$ cat src/rtl/aes256_job_ctrl.sv
// Job controller in front of an AES-256 core: accepts one request, launches the core,
// waits for a result or timeout, and holds the response until it is handshaken.
module aes256_job_ctrl #(
  parameter int unsigned TIMEOUT_CYCLES = 1023
) (
  input  logic         clk,
  input  logic         rst,
  input  logic         req_valid_i,
  output logic         req_ready_o,
  input  logic         req_mode_i,
  input  logic [127:0] req_data_i,
  input  logic [255:0] req_key_i,
  output logic         core_start_o,
  output logic         core_mode_o,
  output logic [127:0] core_data_o,
  output logic [255:0] core_key_o,
  input  logic [127:0] core_result_i,
  input  logic         core_valid_i,
  input  logic         core_busy_i,
  output logic         rsp_valid_o,
  input  logic         rsp_ready_i,
  output logic [127:0] rsp_data_o,
  output logic         rsp_mode_o,
  output logic         rsp_err_o,
  output logic [15:0]  job_cnt_o
);

  localparam logic [1:0] ST_IDLE  = 2'd0;
  localparam logic [1:0] ST_ISSUE = 2'd1;
  localparam logic [1:0] ST_WAIT  = 2'd2;
  localparam logic [1:0] ST_HOLD  = 2'd3;

  // The timeout fires in the WAIT cycle whose increment would reach TIMEOUT_CYCLES.
  localparam logic [15:0] TMO_LAST = 16'(TIMEOUT_CYCLES - 32'd1);

  logic [1:0]   state_q, state_d;
  logic         core_start_q, core_start_d;
  logic         core_mode_q, core_mode_d;
  logic [127:0] core_data_q, core_data_d;
  logic [255:0] core_key_q, core_key_d;
  logic [15:0]  tmo_cnt_q, tmo_cnt_d;
  logic         rsp_valid_q, rsp_valid_d;
  logic [127:0] rsp_data_q, rsp_data_d;
  logic         rsp_mode_q, rsp_mode_d;
  logic         rsp_err_q, rsp_err_d;
  logic [15:0]  job_cnt_q, job_cnt_d;
  logic         accept_s;

  assign req_ready_o = (state_q == ST_IDLE) && !core_busy_i;
  assign accept_s    = req_valid_i && req_ready_o;

  // Next-state and datapath decode for the job FSM.
  always_comb begin
    state_d      = state_q;
    core_start_d = 1'b0;
    core_mode_d  = core_mode_q;
    core_data_d  = core_data_q;
    core_key_d   = core_key_q;
    tmo_cnt_d    = tmo_cnt_q;
    rsp_valid_d  = rsp_valid_q;
    rsp_data_d   = rsp_data_q;
    rsp_mode_d   = rsp_mode_q;
    rsp_err_d    = rsp_err_q;
    job_cnt_d    = job_cnt_q;
    case (state_q)
      ST_IDLE: begin
        if (accept_s) begin
          core_mode_d  = req_mode_i;
          core_data_d  = req_data_i;
          core_key_d   = req_key_i;
          core_start_d = 1'b1;
          state_d      = ST_ISSUE;
        end else begin
          state_d = ST_IDLE;
        end
      end
      ST_ISSUE: begin
        tmo_cnt_d = 16'd0;
        state_d   = ST_WAIT;
      end
      ST_WAIT: begin
        // A result arriving in the timeout cycle wins over the abort.
        if (core_valid_i) begin
          rsp_data_d  = core_result_i;
          rsp_err_d   = 1'b0;
          rsp_mode_d  = core_mode_q;
          rsp_valid_d = 1'b1;
          state_d     = ST_HOLD;
        end else if (tmo_cnt_q == TMO_LAST) begin
          tmo_cnt_d   = tmo_cnt_q + 16'd1;
          rsp_data_d  = 128'd0;
          rsp_err_d   = 1'b1;
          rsp_mode_d  = core_mode_q;
          rsp_valid_d = 1'b1;
          state_d     = ST_HOLD;
        end else begin
          tmo_cnt_d = tmo_cnt_q + 16'd1;
        end
      end
      ST_HOLD: begin
        if (rsp_ready_i) begin
          rsp_valid_d = 1'b0;
          job_cnt_d   = job_cnt_q + 16'd1;
          state_d     = ST_IDLE;
        end else begin
          rsp_valid_d = 1'b1;
        end
      end
      default: begin
        state_d     = ST_IDLE;
        rsp_valid_d = 1'b0;
      end
    endcase
  end

  // State and output registers; reset discards any job in flight.
  always_ff @(posedge clk or posedge rst) begin
    if (rst) begin
      state_q      <= ST_IDLE;
      core_start_q <= 1'b0;
      core_mode_q  <= 1'b0;
      core_data_q  <= 128'd0;
      core_key_q   <= 256'd0;
      tmo_cnt_q    <= 16'd0;
      rsp_valid_q  <= 1'b0;
      rsp_data_q   <= 128'd0;
      rsp_mode_q   <= 1'b0;
      rsp_err_q    <= 1'b0;
      job_cnt_q    <= 16'd0;
    end else begin
      state_q      <= state_d;
      core_start_q <= core_start_d;
      core_mode_q  <= core_mode_d;
      core_data_q  <= core_data_d;
      core_key_q   <= core_key_d;
      tmo_cnt_q    <= tmo_cnt_d;
      rsp_valid_q  <= rsp_valid_d;
      rsp_data_q   <= rsp_data_d;
      rsp_mode_q   <= rsp_mode_d;
      rsp_err_q    <= rsp_err_d;
      job_cnt_q    <= job_cnt_d;
    end
  end

  assign core_start_o = core_start_q;
  assign core_mode_o  = core_mode_q;
  assign core_data_o  = core_data_q;
  assign core_key_o   = core_key_q;
  assign rsp_valid_o  = rsp_valid_q;
  assign rsp_data_o   = rsp_data_q;
  assign rsp_mode_o   = rsp_mode_q;
  assign rsp_err_o    = rsp_err_q;
  assign job_cnt_o    = job_cnt_q;

endmodule
$ cat config.mk
export PLATFORM = sky130hd
export DESIGN_NAME = aes256_job_ctrl
export DESIGN_NICKNAME = d
export VERILOG_FILES = /design/src/rtl/aes256_job_ctrl.sv
export SDC_FILE = /design/constraint.sdc
export NUM_CORES = 1
export LEC_CHECK = 0
export ABC_AREA = 1
export ABC_CLOCK_PERIOD_IN_PS = 26100
export CORE_AREA = 2 2 410 412
export CTS_BUF_LIST = sky130_fd_sc_hd__clkbuf_8
export DETAILED_ROUTE_END_ITERATION = 6
export DIE_AREA = 0 0 412 414
export SYNTH_ARGS = -nofsm -noshare
export SYNTH_HDL_FRONTEND = slang
export SYNTH_SLANG_ARGS = --single-unit
$ cat constraint.sdc
create_clock -name clk -period 26.1 [get_ports clk]
set_clock_uncertainty 0.05 [all_clocks]
set_input_delay 3.915 -clock clk [delete_from_list [all_inputs] [get_ports clk]]
set_output_delay 3.915 -clock clk [all_outputs]
set_load 0.02 [all_outputs]
After elaboration in Yosys (flattened, before gate mapping)

Index checks and enable logic that the tools add are counted.
Widths: inputs -> output; s select.

Word-level logic and storage cells: 51
Output and inout port bits: 534
Memories: 0
Bits in read-only memories: 0
Register bits after elaboration: 551
Memory bits (writable): 0
Latch bits: 0
Bits of input ports: 519

Equality and inequality tests: 7
$mul: 0
Mux-type cells: 18
Divide/modulo/power cells: 0
Shift operators: 0
$add $sub $neg: 2
Bitwise logic cells: 0
Reductions and logical operators: 13
$lt $le $gt $ge: 0

Operators with widths:

| cell                  | count |
|---|---|
| $mux 128              | 2 |
| $add 16x1->16 const B | 2 |
| $pmux 16 s2           | 1 |
| $eq 16x10->1 const B  | 1 |
| $mux 16               | 1 |
| $reduce_and 2->1      | 6 |
| $mux 1                | 9 |
| $pmux 2 s4            | 1 |
| $mux 2                | 3 |
| $reduce_bool 2->1     | 3 |
| $eq 2x2->1 const B    | 2 |
| $ne 2x2->1 const B    | 2 |
| $ne 3x3->1 const B    | 1 |
| $eq 2x1->1 const B    | 1 |
| $logic_and 1x1->1     | 2 |
| $logic_not 2->1       | 1 |
| $pmux 1 s2            | 1 |
| $logic_not 1->1       | 1 |

Depth between registers and ports, before layout

Gate-level depths: netlist of run 1.

Depth after elaboration: 5
Gate-level depth with buffers: 11
Depth with buffers taken out: 11

Worst setup path after synthesis of run 1

Ideal clock, no wire load.

Path kind: input port to output port
Start point: input port core_busy_i
End point: output port req_ready_o
Buffers on the path: 0
Stages on the path: 1
Arrival time: 4237 ps
Setup slack: 17898 ps
Data required time: 22135 ps
Path through: nor2_1

Cells in the longest elaborated chain, start to end: 2

Ends and longest elaborated chain:

| element           | line | source |
|---|---|---|
| start, declared   | 19   | `input logic core_busy_i,` |
| $logic_not 1->1   | 49   | `assign req_ready_o = (state_q == ST_IDLE) && !core_busy_i;` |
| $logic_and 1x1->1 | 49   |  |
| end, declared     | 9    | `output logic req_ready_o,` |

No other way between the ends.

Worst setup path after layout of run 1

Ends and elaborated chain as after synthesis.

==> metrics.md, run 1 <==
| Metric | Value |
|---|---|
| Status | `complete, no violations` |
| PostCTS Resize Cnt | `0` |
| Yosys warning count | `0` |
| Instance count on the critical path | `3` |
| Antenna-violating nets left | `0` |
| GRT Max-Usage Layer | `met2` |
| M1 GR Usage | `18.7%` |
| Core Region | `166000 sq um` |
| Worst skew pair latency | `0.84 ns` |
| Via-to-Cell Ratio | `3.57` |
| Synth Net Count | `2964` |
| Largest net degree at the start of global routing | `130` |
| First-pass GRT wire length | `191 mm` |
| Post-Syn Area | `21200 sq um` |
| Clk sinks | `551` |
| Ports | `1053` |
| GRT Total Usage | `16.5%` |
| Initial core utilization | `12.8%` |
| Seq/Total Area, Yosys | `64.9%` |
| Final net count | `4033` |
| Die area | `171000 sq um` |
| Maximum clock rate | `108 MHz` |
| Setup bufs post-CTS | `0` |
| Port bufs | `1052` |
| Worst-path cell chain | `clkdlybuf4s50_1 > nor2_1 > clkdlybuf4s50_1` |
| PnR worst setup slack | `16.83 ns` |
| CTS Buf Count | `110` |
| Kind of end point of the critical path | `primary output` |
| Hold Slack | `0.418 ns` |
| Crit path DAT | `5.31 ns` |
| Met2 Usage GRT | `27.5%` |
| Routed wire length | `145 mm` |
| RSZ-0062 raised after global routing | `no` |
| VDD IR max | `0.0000667 V` |
| Root buffer cell | `clkbuf_8` |
| # fillers | `18278` |
| DRT iter0 DRCs | `1356` |
| Setup TNS | `0 ns` |
| Setup violators final | `0` |
| Top cells by count, synth | `nand2_1 (1616), dfrtp_1 (551), clkbuf_1 (57)` |
| RR Endpoint | `core_data_o[49]$_DFFE_PP0P_` |
| Worst-path clk slew | `0.05 ns` |
| Initial antenna violation count | `95` |
| CTS tree | `built` |
| Post-synth EDFFs | `0` |
| Post-synth top area cell | `dfrtp_1` |
| CP Buf/Inv Count | `2` |
| Placer Congestion | `0.944` |
| Top cell type's share of synthesized area | `64.9%` |
| FF-to-FF path depth | `11` |
| Asr flop ratio synth | `100%` |
| Routing usage on met3 | `7.93%` |
| Slowest CP cell | `clkdlybuf4s50_1` |
| Final min period | `9.27 ns` |
| Fin cells | `5819` |
| Reg2Reg Launch Point | `state_q[1]$_DFFE_PP0P_` |
| Reg-to-reg slack, setup | `21.22 ns` |
| Top-count cell post-synth | `nand2_1` |
| Final global-route overflow total | `0` |
| Hold_buf cts | `0` |
| DR vias | `20784` |
| Die height | `414 um` |
| Power Dens Cells | `130 nW/um^2` |
| WS Path Type | `input port to primary output` |
| Row count | `150` |
| Synth top area cells | `dfrtp_1 (65%), nand2_1 (29%), clkbuf_1 (1.0%), buf_2 (0.99%), inv_1 (0.78%)` |
| Fin. Hold Viols | `0` |
| Final Max Tran Viols | `0` |
| Crit path max-delay family | `buffers and inverters` |
| Gate Count Post-Synth | `2438` |
| Max cap viols | `0` |
| WL per Instance | `24.9 um` |
| DRC violations left | `0` |
| Largest stage delay, worst path | `0.68 ns` |
| Avg Inst Size Synth | `8.71 sq um` |
| Area growth syn-to-layout | `71.7%` |
| CTS Buffer Depth | `3` |
| Top_reg_cell synth | `dfrtp_1` |
| DP Wirelength | `115 mm` |
| Leak | `17.3 nW` |
| Worst Setup Slack post-DPL | `16.84 ns` |
| Max_slew headroom | `30.6%` |
| HP Start | `rsp_data_o[72]$_DFFE_PP0P_` |
| TritonRoute pass-1 iters | `6` |
| Synth unique cells | `25` |
| WP data required | `22.14 ns` |
| Critical Path Source | `core_busy_i` |
| Number of global-route vias before repair | `20784` |
| Critical Path End | `req_ready_o` |
| Least-Margin Pin Slew | `1.04 ns` |
| Synthesized flop and latch total | `551` |
| H-tree Lvls | `3` |
| Crit-path most repeated cell | `clkdlybuf4s50_1` |
| Final Util | `21.9%` |
| Layout cells sized above 1 | `5.23%` |
| Critical Path Fanout Max | `2` |
| # placed instances | `5599` |
| Die Wd | `412 um` |
| Critical Path Source Type | `input port` |
| Period Utilization, post-route | `35.5%` |
| Hold Path Class | `register to register` |
flip-flops by register name, summed over array words and instances, names as in the netlist:
| register | count |
|---|---|
| core_data_o | 128 |
| core_start_o | 1 |
| rsp_data_o | 128 |
| core_key_o | 256 |
| job_cnt_o | 16 |
| core_mode_o | 1 |
| rsp_err_o | 1 |
| rsp_mode_o | 1 |
| state_q | 2 |
| tmo_cnt_q | 16 |
| rsp_valid_o | 1 |
layer usage:
metal	part of all wire, %	wire (um)	vias up
met5	0.066	96	-
met4	2.9	4180	16
met3	11	15400	291
met2	48	69300	920
met1	39	55700	10032
li1	-	-	9525
worst register-to-register path, delay by kind of cell (launching register included):
family	cells	cell delay, ns
DFF	1	0.43
buffers and inverters	6	3.00
adders and majority gates	1	0.17
and+or+nand+nor	4	1.15
kinds of logic after synthesis:
kind of cell	share of synthesized area (%)
compound gates	0.577
flops	64.9
simple gates	30.2
xor+xnor	0.454
buf+inv	3.45
fa+ha+maj	0.412
cells in the final DEF, fill, tap and decap left out, types with 2 or more instances in the layout:
cell / Yosys / final
buf_4: 0 / 17
bufinv_16: 0 / 3
clkbuf_8: 0 / 140
clkdlybuf4s50_1: 0 / 1052
clkinv_2: 0 / 8
clkinvlp_4: 0 / 5
dfrtp_1: 551 / 551
diode_2: 0 / 22
ha_1: 7 / 7
inv_1: 44 / 80
inv_6: 0 / 3
inv_8: 0 / 3
nand2_1: 1616 / 1615
nand2_2: 4 / 3
nand2_4: 0 / 2
nand3_1: 21 / 21
nand4_1: 7 / 7
nor2_1: 28 / 28
nor3_1: 5 / 5
o21ai_0: 22 / 22
xnor2_1: 2 / 2
xor2_1: 9 / 9
metrics by stage:
stage / total power, W / instance area, sq um
after floorplan: 0.00246 / 21200
after global placement: 0.00385 / 34100
after detailed placement: 0.00384 / 34100
after CTS: 0.00485 / 36400
after global routing: 0.00505 / 36500
final: 0.00476 / 36500
layout make-up:
| cell class | instances | area (sq um) | area share (%) |
|---|---|---|---|
| tap | 2204 | 2760 | 7.56 |
| clock inverter | 58 | 348 | 0.954 |
| sequential | 551 | 13800 | 37.8 |
| clock buffer | 140 | 1930 | 5.28 |
| timing repair buffer | 1070 | 10700 | 29.3 |
| inverter | 46 | 190 | 0.521 |
| multi-input combinational | 1728 | 6730 | 18.4 |
| antenna | 22 | 55.1 | 0.151 |
where the power goes:
part / switching, W / internal, W
registers: 0.000301 / 0.00126
logic: 0.00132 / 0.000930
clock network: 0.000432 / 0.000509
how the worst min path moves through the flow:
stage,slack [ns],endpoint,cells after the start
finish,0.42,rsp_data_o[72]$_DFFE_PP0P_,2
global route,0.44,core_data_o[4]$_DFFE_PP0P_,2
CTS,0.42,rsp_data_o[72]$_DFFE_PP0P_,2
detailed placement,0.41,rsp_data_o[72]$_DFFE_PP0P_,2
global placement,0.40,rsp_data_o[68]$_DFFE_PP0P_,2
floorplan,0.43,tmo_cnt_q[2]$_DFFE_PP0P_,1
Note: power is estimated with default switching activity, not from simulation.
==> run 2: changes to the inputs <==
--- a/config.mk
+++ b/config.mk
@@ -6,11 +6,11 @@
 export NUM_CORES = 1
 export LEC_CHECK = 0
 export ABC_AREA = 1
-export ABC_CLOCK_PERIOD_IN_PS = 26100
-export CORE_AREA = 2 2 410 412
+export ABC_CLOCK_PERIOD_IN_PS = 7500
+export CORE_AREA = 2 2 406 408
 export CTS_BUF_LIST = sky130_fd_sc_hd__clkbuf_8
 export DETAILED_ROUTE_END_ITERATION = 6
-export DIE_AREA = 0 0 412 414
+export DIE_AREA = 0 0 408 410
 export SYNTH_ARGS = -nofsm -noshare
 export SYNTH_HDL_FRONTEND = slang
 export SYNTH_SLANG_ARGS = --single-unit
==> constraint.sdc (replaced) <==
create_clock -name clk -period 7.5 [get_ports clk]
set_clock_uncertainty 0.05 [all_clocks]
set_input_delay 1.125 -clock clk [delete_from_list [all_inputs] [get_ports clk]]
set_output_delay 1.125 -clock clk [all_outputs]
set_load 0.02 [all_outputs]
==> metrics.md, run 2 (same netlist as run 1, synthesis figures left out) <==
| Metric | Value |
|---|---|
| Status | `complete, no violations` |
| Number of global-route vias before repair | `21002 (+1.0%)` |
| Die height | `410 um (-0.97%)` |
| Row count | `149 (-0.67%)` |
| Die Wd | `408 um (-0.97%)` |
| Least-Margin Pin Slew | `1.09 ns (+0.0451 ns)` |
| Max reg flops | `256 (unchanged)` |
| Hold Path Class | `register to register` |
| Crit path DAT | `2.49 ns (-2.82 ns)` |
| WS Path Type | `register to primary output` |
| Instance count on the critical path | `5 (+2)` |
| Crit-path most repeated cell | `inv_1` |
| Most frequent cells in the layout | `nand2_1 (1615), clkdlybuf4s50_1 (1052), dfrtp_1 (551), clkbuf_8 (128), inv_1 (78)` |
| Max Used Layer | `met5` |
| Ports | `1053 (unchanged)` |
| Worst-path clk slew | `0.06 ns (about the same)` |
| CTS tree | `built` |
| WP data required | `6.32 ns (-15.82 ns)` |
| Crit path max-delay family | `buffers and inverters` |
| DRT iter0 DRCs | `1566 (+15%)` |
| CTS Buf Count | `107 (-2.7%)` |
| Final global-route overflow total | `0 (unchanged)` |
| Slowest CP cell | `clkdlybuf4s50_1` |
| Max cap viols | `0 (unchanged)` |
| DP Wirelength | `107 mm (-7.0%)` |
| FF-to-FF path depth | `9 (-2)` |
| Die area | `167000 sq um (-1.9%)` |
| Power Dens Cells | `450 nW/um^2 (+240%)` |
| H-tree Lvls | `3 (unchanged)` |
| Routed wl met2 | `64.5 mm (-6.9%)` |
| Core Region | `163000 sq um (-1.7%)` |
| Final Max Tran Viols | `0 (unchanged)` |
| Largest stage delay, worst path | `0.69 ns (about the same)` |
| Area growth syn-to-layout | `71.8% (about the same)` |
| Initial core utilization | `13.0% (+0.22 points)` |
| Kind of end point of the critical path | `primary output` |
| PostCTS Resize Cnt | `0 (unchanged)` |
| Most common cell after layout, fill and taps aside | `nand2_1` |
| Wl on met1 | `55.9 mm (+0.29%)` |
| Largest net degree at the start of global routing | `164 (+26%)` |
| Antenna-violating nets left | `0 (unchanged)` |
| Hold_buf cts | `0 (unchanged)` |
| Met3 WL | `11.6 mm (-24%)` |
| Final net count | `4032 (-0.025%)` |
| Maximum clock rate | `273 MHz` |
| RSZ-0062 raised after global routing | `no` |
| Critical Path Source Type | `register` |
| CP Buf/Inv Count | `3 (+1)` |
| Leak | `17.3 nW (about the same)` |
| Setup bufs post-CTS | `0 (unchanged)` |
| WL per Instance | `23.4 um (-5.9%)` |
| Worst skew pair latency | `0.84 ns (about the same)` |
| CTS Buffer Depth | `3 (unchanged)` |
| Fin. Hold Viols | `0 (unchanged)` |
| GRT Total Usage | `15.7% (-0.79 points)` |
| Routed wire length | `136 mm (-6.1%)` |
| Initial antenna violation count | `73 (-23%)` |
| DRC violations left | `0 (unchanged)` |
| Worst Setup Slack post-DPL | `3.51 ns (-13.32 ns)` |
| VDD IR max | `0.000268 V (+300%)` |
| Max_slew headroom | `27.6% (-3.0 points)` |
| Critical Path Fanout Max | `4 (+2)` |
| Placer Congestion | `0.922 (-2.3%)` |
| PnR worst setup slack | `3.83 ns (-12.99 ns)` |
| Hold Path Depth | `2 (unchanged)` |
| Setup TNS | `0 ns (unchanged)` |
| First-pass GRT wire length | `182 mm (-4.9%)` |
| Setup violators final | `0 (unchanged)` |
| TritonRoute pass-1 iters | `7 (+1)` |
| Worst-path cell chain | `inv_1 > ha_1 > inv_1 > nor2_1 > clkdlybuf4s50_1` |
| Via-to-Cell Ratio | `3.61 (+1.1%)` |
| Layout cells sized above 1 | `5.31% (+0.082 points)` |
| Period Utilization, post-route | `48.9%` |
| Clk sinks | `551 (unchanged)` |
| Port bufs | `1052 (unchanged)` |
| Root buffer cell | `clkbuf_8` |
| DR vias | `20982 (+0.95%)` |
| Final min period | `3.67 ns` |
run 2: changes by cell type in the layout (fill, tap and decap cells not counted):
cell	delta
diode_2	+3
clkinv_2	+12
buf_4	-3
clkbuf_8	-12
bufinv_16	+2
inv_1	-2
buf_12	+5
inv_6	-1
clkinvlp_4	-1
inv_12	+1
run 2: stage by stage:
stage / area [sq um] / std cells / power [W] / util, % / hold WS, ns
floorplan: 21200 / 2438 / 0.00856 / - / 0.430
global placement: 34200 / 5586 / 0.0132 / 20.9 / 0.404
detailed placement: 34200 / 5586 / 0.0133 / 20.9 / 0.407
CTS: 36400 / 5783 / 0.0167 / 22.3 / 0.422
global route: 36500 / 5799 / 0.0174 / 22.3 / 0.439
finish: 36500 / 5808 / 0.0164 / 22.3 / 0.421
run 2: worst min-delay path: stages (launching register included):
cell and delay [ns]:
dfrtp_1 0.34, nand2_1 0.05, nand2_1 0.05
run 2: layer usage:
layer | up-vias | global-route usage, %
li1 | 9528 | -
met1 | 10242 | 19.0
met2 | 953 | 25.5
met3 | 251 | 6.05
met4 | 8 | 5.24
met5 | - | 0
run 2: layout make-up:
type,instances,area [sq um]
antenna,25,62.6
clock buffer,128,1760
clock inverter,69,464
fill,17985,127000
inverter,46,186
multi-input combinational,1728,6730
sequential,551,13800
tap,2189,2740
timing repair buffer,1072,10800
run 2: report_power, final:
| group | switching [W] | internal (W) | total (W) |
|---|---|---|---|
| registers | 0.00104 | 0.00440 | 0.00544 |
| logic | 0.00450 | 0.00325 | 0.00775 |
| clock network | 0.00150 | 0.00173 | 0.00323 |
| total | 0.00705 | 0.00937 | 0.0164 |
run 2: final timing paths:
check / startpoint / endpoint / slack [ns]
setup reg to reg: state_q[0]$_DFFE_PP0P_ / core_data_o[49]$_DFFE_PP0P_ / 4.26
min in group asynchronous: rst / core_key_o[214]$_DFFE_PP0P_ / 0.73
hold reg to reg: rsp_data_o[56]$_DFFE_PP0P_ / rsp_data_o[56]$_DFFE_PP0P_ / 0.42
setup / recovery: state_q[0]$_DFFE_PP0P_ / req_ready_o / 3.83
max in group asynchronous: rst / core_key_o[127]$_DFFE_PP0P_ / 4.91
hold / removal: rsp_data_o[56]$_DFFE_PP0P_ / rsp_data_o[56]$_DFFE_PP0P_ / 0.42
==> run 3: changes to the inputs <==
--- a/config.mk
+++ b/config.mk
@@ -6,11 +6,11 @@
 export NUM_CORES = 1
 export LEC_CHECK = 0
 export ABC_AREA = 1
-export ABC_CLOCK_PERIOD_IN_PS = 7500
-export CORE_AREA = 2 2 406 408
+export ABC_CLOCK_PERIOD_IN_PS = 3750
+export CORE_AREA = 2 2 410 412
 export CTS_BUF_LIST = sky130_fd_sc_hd__clkbuf_8
 export DETAILED_ROUTE_END_ITERATION = 6
-export DIE_AREA = 0 0 408 410
+export DIE_AREA = 0 0 412 414
 export SYNTH_ARGS = -nofsm -noshare
 export SYNTH_HDL_FRONTEND = slang
 export SYNTH_SLANG_ARGS = --single-unit
==> constraint.sdc (replaced) <==
create_clock -name clk -period 3.75 [get_ports clk]
set_clock_uncertainty 0.05 [all_clocks]
set_input_delay 0.5625 -clock clk [delete_from_list [all_inputs] [get_ports clk]]
set_output_delay 0.5625 -clock clk [all_outputs]
set_load 0.02 [all_outputs]
==> metrics.md, run 3 (same netlist as run 1, synthesis figures left out) <==
| Metric | Value |
|---|---|
| Status | `complete, no violations` |
| Worst skew pair latency | `0.80 ns (-0.04 ns)` |
| # fillers | `18326 (+1.9%)` |
| Placer Congestion | `0.972 (+5.5%)` |
| Period Utilization, post-route | `83.7%` |
| Number of global-route vias before repair | `21150 (+0.70%)` |
| H-tree Lvls | `3 (unchanged)` |
| Critical Path Source Type | `register` |
| Final Util | `22.1% (-0.26 points)` |
| Core Region | `166000 sq um (+1.7%)` |
| Die area | `171000 sq um (+2.0%)` |
| Fin. Hold Viols | `0 (unchanged)` |
| Maximum clock rate | `318 MHz` |
| Setup TNS | `0 ns (unchanged)` |
| Setup bufs post-CTS | `0 (unchanged)` |
| Combinational share of power | `48.7% (+1.5 points)` |
| Reg power frac | `32.5% (-0.6 points)` |
| Worst-path clk slew | `0.06 ns (about the same)` |
| Area growth syn-to-layout | `72.7%` |
| Ports | `1053 (unchanged)` |
| Final Instance Area | `36700 sq um (+0.52%)` |
| Most frequent cells in the layout | `nand2_1 (1615), clkdlybuf4s50_1 (1052), dfrtp_1 (551), clkbuf_8 (134), inv_1 (79)` |
| Row count | `150 (+0.67%)` |
| Register Area | `13800 sq um (unchanged)` |
| DR vias | `20945 (-0.18%)` |
| WS Path Type | `register to primary output` |
| Clk sinks | `551 (unchanged)` |
| VDD IR max | `0.000415 V (+55%)` |
| DP Wirelength | `113 mm (+5.1%)` |
| Critical Path Fanout Max | `4 (unchanged)` |
| Final Max Tran Viols | `0 (unchanged)` |
| Sw Pwr | `0.0145 W (+110%)` |
| Multi-input gate area | `6730 sq um (unchanged)` |
| Final net count | `4049 (+0.42%)` |
| Hold Slack | `0.137 ns (-0.284 ns)` |
| CTS tree | `built` |
| CTS Buf Count | `106 (-0.93%)` |
| Kind of end point of the critical path | `primary output` |
| CTS Buffer Depth | `3 (unchanged)` |
| Routed wire length | `140 mm (+2.7%)` |
| Least-Margin Pin Slew | `1.14 ns (+0.0579 ns)` |
| Die height | `414 um (+0.98%)` |
| Layout cells sized above 1 | `5.50% (+0.18 points)` |
| Setup violators final | `0 (unchanged)` |
| Final min period | `3.14 ns` |
| P_int | `0.0187 W (+99%)` |
| Die Wd | `412 um (+0.98%)` |
| First-pass GRT wire length | `186 mm (+2.3%)` |
| Crit path DAT | `2.53 ns (+0.04 ns)` |
| Final global-route overflow total | `0 (unchanged)` |
| PostCTS Resize Cnt | `0 (unchanged)` |
| TritonRoute pass-1 iters | `7 (unchanged)` |
| # placed instances | `5619 (+0.59%)` |
| GRT Total Usage | `15.9% (+0.16 points)` |
| Hold_buf cts | `0 (unchanged)` |
| Power Dens Cells | `906 nW/um^2 (+100%)` |
| DRT iter0 DRCs | `1513 (-3.4%)` |
| Initial core utilization | `12.8% (-0.22 points)` |
| Leak | `17.4 nW (+0.55%)` |
| Reg-to-reg slack, setup | `1.23 ns (-3.03 ns)` |
| Port bufs | `1052 (unchanged)` |
| DRC violations left | `0 (unchanged)` |
| Hold Path Class | `input port to async pin` |
| Switching share of power | `43.7% (+0.83 points)` |
| Root buffer cell | `clkbuf_8` |
| Part of the power in the clock network | `18.8% (-0.9 points)` |
| WP data required | `3.14 ns (-3.18 ns)` |
| Placed Area | `34500 sq um (+0.85%)` |
| WL per Instance | `24.0 um (+2.5%)` |
| Antenna-violating nets left | `0 (unchanged)` |
| Max cap viols | `0 (unchanged)` |
| Largest net degree at the start of global routing | `180 (+9.8%)` |
| Via-to-Cell Ratio | `3.60 (-0.35%)` |
| Most common cell after layout, fill and taps aside | `nand2_1` |
| Fin cells | `5818 (+0.17%)` |
| Max_slew headroom | `23.7% (-3.9 points)` |
| RSZ-0062 raised after global routing | `no` |
| Initial antenna violation count | `81 (+11%)` |
| Max reg flops | `256 (unchanged)` |
run 3: cell type report:
cell class | count | share of cell area (%)
Inverter | 46 | 0.508
Antenna cell | 12 | 0.0819
Timing Repair Buffer | 1090 | 30.1
Multi-Input combinational cell | 1728 | 18.3
Clock inverter | 53 | 0.856
Clock buffer | 134 | 5.03
Tap cell | 2204 | 7.52
Sequential cell | 551 | 37.6
run 3: critical path: stages, from the launching register on:
cell	delay (ns)
dfrtp_1	0.43
inv_1	0.10
ha_1	0.16
inv_1	0.05
nor2_1	0.29
clkdlybuf4s50_1	0.69
run 3: per-stage QoR:
stage / worst slack (ns) / power, W
final: 0.610 / 0.0332
after global routing: 0.440 / 0.0353
after CTS: 0.441 / 0.0339
after detailed placement: 1.03 / 0.0272
after global placement: 1.06 / 0.0272
after floorplan: -4.36 / 0.0171
run 3: worst paths after layout:
kind / from / to / cells past startpoint
worst max-delay path: state_q[1]$_DFFE_PP0P_ / req_ready_o / 5
min in group clk: req_data_i[113] / core_data_o[113]$_DFFE_PP0P_ / 3
worst min register to register: rsp_data_o[56]$_DFFE_PP0P_ / rsp_data_o[56]$_DFFE_PP0P_ / 2
max in group asynchronous: rst / core_key_o[42]$_DFFE_PP0P_ / 3
worst max register to register: state_q[1]$_DFFE_PP0P_ / core_key_o[87]$_DFFE_PP0P_ / 8
worst min-delay path: rst / core_key_o[27]$_DFFE_PP0P_ / 2
run 3: power groups by stage:
stage | registers, W | logic, W | clock network [W]
after detailed placement | 0.0107 | 0.0165 | 0
after global routing | 0.0111 | 0.0174 | 0.00679
after CTS | 0.0108 | 0.0166 | 0.00654
final | 0.0108 | 0.0162 | 0.00626
after global placement | 0.0107 | 0.0165 | 0
after floorplan | 0.0138 | 0.00330 | 0
run 3: per-layer routing:
metal / global-route usage (%) / wire [um]
met1: 17.7 / 52900
met2: 26.3 / 66800
met3: 8.06 / 16000
met4: 4.81 / 3780
met5: 0 / 55
